==> src/rtl/mc_control_fsm.sv <==
// Multi-cycle control FSM for the 16-bit MIPS datapath: sequences fetch/decode/exec/mem/wb,
// handles memory ready handshake, stalls, illegal-opcode traps and memory wait timeouts.
module mc_control_fsm #(
  parameter int unsigned OPCODE_W    = 3,
  parameter int unsigned MEM_TIMEOUT = 15
) (
  input  logic                clk,
  input  logic                reset,
  input  logic [OPCODE_W-1:0] opcode,
  input  logic                zero,
  input  logic                mem_ready,
  input  logic                stall,
  output logic                pc_write,
  output logic [1:0]          pc_src,
  output logic                ir_write,
  output logic [1:0]          reg_dst,
  output logic [1:0]          mem_to_reg,
  output logic [1:0]          alu_op,
  output logic                alu_src,
  output logic                sign_or_zero,
  output logic                mem_read,
  output logic                mem_write,
  output logic                reg_write,
  output logic                instr_done,
  output logic                illegal_op,
  output logic                mem_timeout,
  output logic [2:0]          state_o
);

  localparam int unsigned CntW = (MEM_TIMEOUT > 1) ? $clog2(MEM_TIMEOUT) : 1;
  localparam logic [CntW-1:0] CntMax = CntW'(MEM_TIMEOUT - 1);

  localparam logic [2:0] OpAdd  = 3'd0;
  localparam logic [2:0] OpSlti = 3'd1;
  localparam logic [2:0] OpJ    = 3'd2;
  localparam logic [2:0] OpJal  = 3'd3;
  localparam logic [2:0] OpLw   = 3'd4;
  localparam logic [2:0] OpSw   = 3'd5;
  localparam logic [2:0] OpBeq  = 3'd6;
  localparam logic [2:0] OpAddi = 3'd7;

  typedef enum logic [2:0] {
    StFetch  = 3'd0,
    StDecode = 3'd1,
    StExec   = 3'd2,
    StMem    = 3'd3,
    StWb     = 3'd4
  } state_e;

  state_e          state_q, state_d;
  logic [CntW-1:0] cnt_q, cnt_d;
  logic            timeout_q, timeout_d;

  logic       legal;
  logic [2:0] op3;
  logic       mem_wait;
  logic       abort;

  // Any opcode bit above [2:0] marks the instruction illegal.
  assign legal = (opcode >> 3) == '0;
  assign op3   = opcode[2:0];

  always_ff @(posedge clk) begin
    if (reset) begin
      state_q   <= StFetch;
      cnt_q     <= '0;
      timeout_q <= 1'b0;
    end else begin
      state_q   <= state_d;
      cnt_q     <= cnt_d;
      timeout_q <= timeout_d;
    end
  end

  always_comb begin
    state_d      = state_q;
    cnt_d        = cnt_q;
    timeout_d    = timeout_q;
    pc_write     = 1'b0;
    pc_src       = 2'b00;
    ir_write     = 1'b0;
    reg_dst      = 2'b00;
    mem_to_reg   = 2'b00;
    alu_op       = 2'b00;
    alu_src      = 1'b0;
    sign_or_zero = 1'b1;
    mem_read     = 1'b0;
    mem_write    = 1'b0;
    reg_write    = 1'b0;
    instr_done   = 1'b0;
    illegal_op   = 1'b0;
    mem_wait     = 1'b0;
    abort        = 1'b0;

    if (state_q != StFetch && legal) begin
      unique case (op3)
        OpAdd:  begin reg_dst = 2'b01; end
        OpSlti: begin alu_op = 2'b10; alu_src = 1'b1; sign_or_zero = 1'b0; end
        OpJ:    begin end
        OpJal:  begin reg_dst = 2'b10; mem_to_reg = 2'b10; end
        OpLw:   begin mem_to_reg = 2'b01; alu_op = 2'b11; alu_src = 1'b1; end
        OpSw:   begin alu_op = 2'b11; alu_src = 1'b1; end
        OpBeq:  begin alu_op = 2'b01; end
        OpAddi: begin alu_op = 2'b11; alu_src = 1'b1; end
        default: begin end
      endcase
    end

    unique case (state_q)
      StFetch: begin
        mem_read = 1'b1;
        mem_wait = ~mem_ready;
        if (mem_ready) begin
          ir_write = 1'b1;
          pc_write = 1'b1;
          state_d  = StDecode;
        end
      end
      StDecode: begin
        if (!legal) begin
          illegal_op = 1'b1;
          instr_done = 1'b1;
          state_d    = StFetch;
        end else if (op3 == OpJ || op3 == OpJal) begin
          pc_write   = 1'b1;
          pc_src     = 2'b10;
          reg_write  = (op3 == OpJal);
          instr_done = 1'b1;
          state_d    = StFetch;
        end else begin
          state_d = StExec;
        end
      end
      StExec: begin
        if (op3 == OpBeq) begin
          pc_write   = zero;
          pc_src     = 2'b01;
          instr_done = 1'b1;
          state_d    = StFetch;
        end else if (op3 == OpLw || op3 == OpSw) begin
          state_d = StMem;
        end else begin
          state_d = StWb;
        end
      end
      StMem: begin
        mem_read  = (op3 == OpLw);
        mem_write = (op3 == OpSw);
        mem_wait  = ~mem_ready;
        if (mem_ready) begin
          if (op3 == OpLw) begin
            state_d = StWb;
          end else begin
            instr_done = 1'b1;
            state_d    = StFetch;
          end
        end
      end
      StWb: begin
        reg_write  = 1'b1;
        instr_done = 1'b1;
        state_d    = StFetch;
      end
      default: begin
        state_d = StFetch;
      end
    endcase

    if (state_d != state_q) begin
      cnt_d = '0;
    end else if (mem_wait) begin
      if (cnt_q == CntMax) begin
        abort = 1'b1;
      end else begin
        cnt_d = cnt_q + CntW'(1);
      end
    end

    // Timeout abort drops the whole transaction and restarts from fetch.
    if (abort && !stall) begin
      state_d    = StFetch;
      cnt_d      = '0;
      timeout_d  = 1'b1;
      pc_write   = 1'b0;
      ir_write   = 1'b0;
      reg_write  = 1'b0;
      mem_read   = 1'b0;
      mem_write  = 1'b0;
      instr_done = 1'b0;
      illegal_op = 1'b0;
    end

    if (stall) begin
      state_d    = state_q;
      cnt_d      = cnt_q;
      timeout_d  = timeout_q;
      pc_write   = 1'b0;
      ir_write   = 1'b0;
      reg_write  = 1'b0;
      mem_read   = 1'b0;
      mem_write  = 1'b0;
      instr_done = 1'b0;
      illegal_op = 1'b0;
    end

    if (reset) begin
      pc_write     = 1'b0;
      pc_src       = 2'b00;
      ir_write     = 1'b0;
      reg_dst      = 2'b00;
      mem_to_reg   = 2'b00;
      alu_op       = 2'b00;
      alu_src      = 1'b0;
      sign_or_zero = 1'b1;
      mem_read     = 1'b0;
      mem_write    = 1'b0;
      reg_write    = 1'b0;
      instr_done   = 1'b0;
      illegal_op   = 1'b0;
    end
  end

  assign mem_timeout = timeout_q;
  assign state_o     = reset ? 3'd0 : state_q;

endmodule

==> config.mk <==
export PLATFORM = sky130hd
export DESIGN_NAME = mc_control_fsm
export DESIGN_NICKNAME = d
export VERILOG_FILES = /design/src/rtl/mc_control_fsm.sv
export SDC_FILE = /design/constraint.sdc
export NUM_CORES = 1
export LEC_CHECK = 0
export ABC_AREA = 1
export CAP_MARGIN = 10
export CORE_AREA = 3 3 40 42
export DETAILED_ROUTE_END_ITERATION = 12
export DIE_AREA = 0 0 43 45
export DONT_BUFFER_PORTS = 1
export GPL_ROUTABILITY_DRIVEN = 0
export MAX_ROUTING_LAYER = met4
export PLACE_DENSITY = 0.75
export SYNTH_ARGS = -nofsm -noshare
export SYNTH_HDL_FRONTEND = slang
export SYNTH_SLANG_ARGS = --single-unit
==> constraint.sdc <==
create_clock -name clk -period 1.6 [get_ports clk]
set_clock_uncertainty 0.15 [all_clocks]
set_input_delay 0.32 -clock clk [delete_from_list [all_inputs] [get_ports clk]]
set_output_delay 0.32 -clock clk [all_outputs]
set_load 0.02 [all_outputs]
==> impl_metrics.tcl, run 1 <==
set metrics [dict create \
    die_x_um 43 \
    root_buffer "clkbuf_4" \
    port_buffers 0 \
    dp_hpwl_um 1690 \
    syn_nets 129 \
    grt_max_degree 12 \
    synthCells 119 \
    ys_ff_latch 8 \
    clk_path_buf_depth 2 \
    cts.sinks 8 \
    netlist_area_um2 732 \
    syn_avg_cell_area_um2 6.15 \
    rows 13 \
    worst_endpoint_kind "primary output" \
    htreeDepth 1 \
    synth_cell_type_count 28 \
    stop_stage "global routing" \
    error "[ERROR DPL-0038] Utilization greater than 100%, impossible to legalize" \
    yosysWarnings 0 \
    status "stopped before the end" \
    cts_buffers 3 \
    synth.yosys.seq_area_share_pct 21.9 \
    grt-worst-endpoint "pc_src[1]" \
    io_pins 29 \
    start_util_pct 57.0 \
    dieHeight_um 45 \
]
## cell usage after synthesis, drive strengths merged
master	instances	share of area (%)
a21oi	7	4.8
a31oi	1	0.86
and3	1	0.86
buf	3	2.7
conb	1	0.51
dfxtp	8	22
ha	2	3.4
inv	17	8.7
nand2	29	19
nand3	11	8.2
nand3b	1	1.0
nand4	5	5.1
nor2	21	12
nor3	1	0.68
nor4	4	4.3
o21a	1	1.0
o21ai	4	2.7
o22ai	1	0.86
xor2	1	1.2
## metrics by stage
stage               utilization, %  instances  hold WS [ns]  setup slack, ns  area (um^2)
detailed placement            78.1        160         0.245          -0.0776         1000
floorplan                        -        119         0.280          -0.0880          787
CTS                           93.6        174        0.0221           -0.260         1200
global placement              78.1        160         0.242          -0.0479         1000
## logic make-up after synthesis
kind of cell	Yosys count	share of synthesized area [%]
DFF	8	21.9
buffers and inverters	20	11.5
adders and majority gates	2	3.42
xor gates and xnor gates	1	1.20
other	1	0.512
and+or+nand+nor	73	51.3
AOI/OAI and AO/OA	14	10.3
## repair_timing
action | 4_1_cts
endpoints found under the hold margin | 2
pin swaps | 10
hold buffers | 1
setup buffers | 10
resized for setup | 25
setup endpoints to repair | 17
==> run 2, diff against run 1 <==
Settings changed: CORE_AREA 3 3 40 42 to 3 3 64 66, DIE_AREA 0 0 43 45 to 0 0 67 69, MAX_ROUTING_LAYER met4 to not set, PLACE_DENSITY 0.75 to not set, PLACE_DENSITY_LB_ADDON set to 0.15.
==> run 2 against run 1 <==
The flow now finishes, with violations (negative setup slack). Synthesized cell count stayed put. Synthesized area unchanged.
==> impl_metrics.tcl, run 2 <==
set metrics [dict create \
    synth_top_area_cell "dfxtp_1" \
    fin_nets 170 \
    area_delta_synth_final_pct 84.4 \
    criticalPathCategory "register to output port" \
    period_share_pct 114 \
    path_depth 8 \
    synthCells 119 \
    rsz0062_at_grt "yes" \
    largest_reg_flops 4 \
    hold_violations 0 \
    max_freq_mhz 549 \
    syn_nets 129 \
    synth_edf_count 0 \
    grt_overflow 0 \
    cp.buffers_inverters 2 \
    hold_path_end "mem_timeout" \
    yosys_most_used_dff "dfxtp_1" \
    synth_top_family_by_area "simple AND/OR/NAND/NOR gates" \
    synthXorXnorAreaFrac_pct 1.20 \
    synth.yosys.seq_area_share_pct 21.9 \
    wl_um 2450 \
    cp_max_fo 6 \
    via_per_inst 4.38 \
    fin_util_pct 37.2 \
    antenna_found_initial 0 \
    r2r_slack_ns 0.12 \
    vias 903 \
    reg2reg_to "state_q[1]" \
    p_leak_uw 0.000605 \
    syn_avg_cell_area_um2 6.15 \
    grt_pass1_wl_um 4160 \
    p_total_uw 666 \
    critical_path_arrival_ns 1.35 \
    yosysMostFrequentCell "nand2_1" \
    dp_hpwl_um 1820 \
    multi_input_area_um2 687 \
    tritoncts "yes" \
    drt_first_pass_iters 4 \
    period_needed_ns 1.82 \
    wirelength_met1_um 1010 \
    die_x_um 67 \
    final_common_cell "buf_4" \
    crit_family "simple AND/OR/NAND/NOR gates" \
    root_buffer "clkbuf_8" \
    finalWorstSetupSlack_ns -0.221 \
    yosys.area_share.simple_pct 51.3 \
    insertion_delay_ns 0.22 \
    post-synth-top-area-fraction_pct 21.9 \
    synth_cell_type_count 28 \
    drive_gt1_share_pct 55.1 \
    setup_viol 15 \
    wl_met2_um 1300 \
    cp_slowest_cell "dfxtp_2" \
    ys_async_sr_fraction_pct 0 \
    min_from "reset" \
    violations "negative setup slack" \
    wl_per_cell_um 11.9 \
    timing.rr.start "state_q[2]" \
    critPathMaxStageDelay_ns 0.34 \
    drv_slew 0 \
    grt_pass1_vias 940 \
    grtUsageTotal_pct 11.3 \
    io_pins 29 \
    worstHoldPathType "input pin to register" \
    final_cell_mix "31 x buf_4, 21 x nand2_1, 12 x nor2_1" \
    totalNegativeSetupSlack_ns -2.62 \
    netlist_area_um2 732 \
    path_cells "buf_6 > nor2_4 > nand2_2 > nand2_4 > nand2_4 > nand2_8 > nor2_4 > buf_6" \
    dieHeight_um 69 \
    end_kind "output port" \
    port_buffers 0 \
    ant_nets 0 \
    rows 22 \
    fillers 396 \
    synth_fa_ha_area_share_pct 3.42 \
    ys_ff_latch 8 \
    yosysWarnings 0 \
    irDropWorstVdd_mv 0.180 \
    synth_compound_area_share_pct 10.3 \
    synth_commonest_cells "24 x nand2_1, 18 x nor2_1, 12 x inv_1, 10 x nand3_1, 8 x dfxtp_1" \
    clk_pin_slew_worst_paths_ns 0.04 \
    finalNonFillerCells 206 \
    rr_worst_depth 10 \
    power_density_nw_per_um2 493 \
    hold_buffers 0 \
    ys_top_cells_by_area "dfxtp_1 22%, nand2_1 12%, nor2_1 9.2%" \
    n_antenna_cell 0 \
    core_um2 3630 \
    drv_cap 0 \
    place_inst 198 \
    drcViolationCount 0 \
    dp_slack_ns -0.122 \
    largest_register "cnt_q" \
    start_util_pct 20.1 \
    startpoint_type "register" \
    drt-initial-drc-count 14 \
    cts_buffers 3 \
    htreeDepth 1 \
    synthMuxAreaShare_pct 0 \
    cts.sinks 8 \
    status "complete, but fails checks" \
    clk_path_buf_depth 2 \
    grt_max_degree 12 \
    regArea_um2 170 \
    maxUsedRoutingLayer "met4" \
    dieArea_um2 4620 \
    route.met3.wl_um 102 \
    required_ns 1.13 \
    hold_path_depth 1 \
]
[run 2: cells by family (layout without fill, tap and decap cells)]
family | Yosys count | after routing
and+or+nand+nor | 73 | 73
buffers and inverters | 20 | 59
AOI/OAI and AO/OA | 14 | 14
DFF | 8 | 8
adders and majority gates | 2 | 2
other | 1 | 1
xor gates and xnor gates | 1 | 1
[run 2: worst max-delay path by stage]
stage / startpoint / to / slack (ns)
finish: state_q[2] / ir_write / -0.22
global route: state_q[2] / mem_to_reg[1] / -0.31
CTS: state_q[1] / instr_done / -0.23
detailed placement: state_q[0] / pc_write / -0.12
global placement: state_q[0] / pc_write / -0.10
floorplan: cnt_q[0] / ir_write / -0.09
[run 2: area by class of cell]
type / instances / share of cell area [%]
repair buffers: 39 / 23.9
clock buffers: 3 / 3.06
flip-flops and latches: 8 / 12.6
well taps: 48 / 4.45
inverters: 17 / 5.10
multi-input cells: 91 / 50.9
[run 2: timing repair]
action,in CTS,in global routing
pin swaps,9,7
buffers inserted,4,1
endpoints found under the setup margin,16,16
resized for setup,29,19
[run 2: stage by stage]
stage,hold WS (ns),instance area [um^2]
2_1_floorplan,0.280,787
3_3_place_gp,0.242,1080
3_5_place_dp,0.243,1080
4_1_cts,0.000386,1260
5_1_grt,0.00926,1350
6_report,0.0114,1350
[run 2: power breakdown]
group	internal [uW]	switching, uW
clock network	163	77.8
logic	90.6	115
registers	207	11.9
[run 2: layer usage]
metal / global-route usage, % / up-vias
li1: - / 467
met1: 13.8 / 413
met2: 18.9 / 19
met3: 2.12 / 4
met4: 4.73 / 0
met5: 0 / -
No activity file was read; power rests on OpenSTA's default activity.
==> run 3, diff against run 2 <==
Settings changed: CORE_AREA 3 3 64 66 to 2 2 63 65, DIE_AREA 0 0 67 69 to 0 0 65 67.
==> run 3 against run 2 <==
The flow still finishes with violations (negative setup slack). Sequential share of layout area is 0.23 points lower. Fmax is 1.5% lower. Largest cell class unchanged. Non-clock buffer count is 2 higher. Register-to-register slack got worse by 0.05 ns.
==> impl_metrics.tcl, run 3 (synthesized netlist as in run 2, its figures left out) <==
set metrics [dict create \
    rr_worst_depth 11 \
    rsz0062_at_grt "yes" \
    p_leak_uw 0.000629 \
    ant_nets 0 \
    r2r_slack_ns 0.07 \
    grt_max_degree 12 \
    end_kind "output port" \
    grt_pass1_wl_um 4020 \
    hold_path_depth 1 \
    antenna_found_initial 0 \
    io_pins 29 \
    wl_per_cell_um 11.3 \
    cp.buffers_inverters 1 \
    grtUsageTotal_pct 12.0 \
    dieHeight_um 67 \
    final_common_cell "buf_4" \
    place_inst 198 \
    max_freq_mhz 541 \
    largest_register "cnt_q" \
    n_antenna_cell 0 \
    path_cells "buf_6 > nor2_4 > nand2_2 > a31oi_1 > nor2_1 > nor2_2" \
    tritoncts "yes" \
    dp_hpwl_um 1760 \
    rows 22 \
    drcViolationCount 0 \
    die_x_um 65 \
    via_per_inst 4.31 \
    worstHoldPathType "input pin to register" \
    startpoint_type "register" \
    reg2reg_to "state_q[0]" \
    status "complete, but fails checks" \
    cp_slowest_cell "dfxtp_4" \
    cts.sinks 8 \
    fillers 370 \
    port_buffers 0 \
    grt_pass1_vias 897 \
    htreeDepth 1 \
    cts_buffers 3 \
    finalWorstSetupSlack_ns -0.249 \
    root_buffer "clkbuf_8" \
    clk_pin_slew_worst_paths_ns 0.04 \
    drt_first_pass_iters 4 \
    critPathMaxStageDelay_ns 0.35 \
    timing.rr.start "state_q[2]" \
    required_ns 1.13 \
    power_density_nw_per_um2 486 \
    insertion_delay_ns 0.23 \
    drt-initial-drc-count 16 \
    cp_max_fo 3 \
    period_needed_ns 1.85 \
    drv_slew 0 \
    min_from "reset" \
    finalNonFillerCells 208 \
    largest_reg_flops 4 \
    start_util_pct 20.3 \
    drive_gt1_share_pct 55.0 \
    critical_path_arrival_ns 1.38 \
    hold_slack_ns 0.0114 \
    hold_path_end "cnt_q[2]" \
    violations "negative setup slack" \
    area_delta_synth_final_pct 90.6 \
    period_share_pct 116 \
    crit_family "simple AND/OR/NAND/NOR gates" \
    criticalPathCategory "register to output port" \
    vias 896 \
    irDropWorstVdd_mv 0.172 \
    fin_nets 172 \
    totalNegativeSetupSlack_ns -2.83 \
    wl_um 2350 \
    setup_viol 16 \
    hold_violations 0 \
    clk_path_buf_depth 2 \
    core_um2 3610 \
    dieArea_um2 4360 \
    final_cell_mix "31 x buf_4, 21 x nand2_1, 12 x nor2_1" \
    grt_overflow 0 \
    drv_cap 0 \
]
## run 3: worst max-delay path by stage
stage	from	endpoint	slack [ns]	cells past startpoint
2_1_floorplan	cnt_q[0]	ir_write	-0.09	7
3_3_place_gp	state_q[0]	pc_write	-0.10	5
3_5_place_dp	state_q[0]	pc_write	-0.12	5
4_1_cts	state_q[1]	instr_done	-0.24	6
5_1_grt	state_q[2]	instr_done	-0.32	6
6_report	state_q[2]	instr_done	-0.25	6
## run 3: timing repair
item                       CTS  global route
setup buffers                2             4
setup endpoints to repair   16            16
hold endpoints to repair     1             0
hold buffers                 1             0
cloned                       0             0
pin swaps                   14            10
resized for setup           38            14
## run 3: area by class of cell
type,instances,area (um^2),area share [%]
Inverter,17,68.8,4.93
Multi-Input combinational cell,91,708,50.8
Tap cell,48,60.1,4.30
Timing Repair Buffer,41,344,24.7
Sequential cell,8,173,12.4
Clock buffer,3,41.3,2.96
## run 3: metrics by stage
step / cell area (um^2) / power [uW] / worst slack, ns / util, %
2_1_floorplan: 787 / 332 / -0.0880 / -
4_1_cts: 1300 / 666 / -0.244 / 35.9
5_1_grt: 1400 / 727 / -0.315 / 38.7
6_report: 1400 / 678 / -0.249 / 38.7
3_5_place_dp: 1080 / 382 / -0.120 / 30.0
3_3_place_gp: 1080 / 382 / -0.103 / 30.0
## run 3: metal layers
metal	up-vias	share of wire, %	GRT usage [%]
met2	19	50	20.2
met3	2	5.0	3.72
met1	402	44	14.0
met5	-	0	0
li1	473	-	-
met4	0	1.1	4.79
## run 3: report_power, final
group	total (uW)	switching, uW	internal, uW
combinational	213	119	94.1
sequential	217	11.2	206
clock	248	84.6	163
total	678	215	463
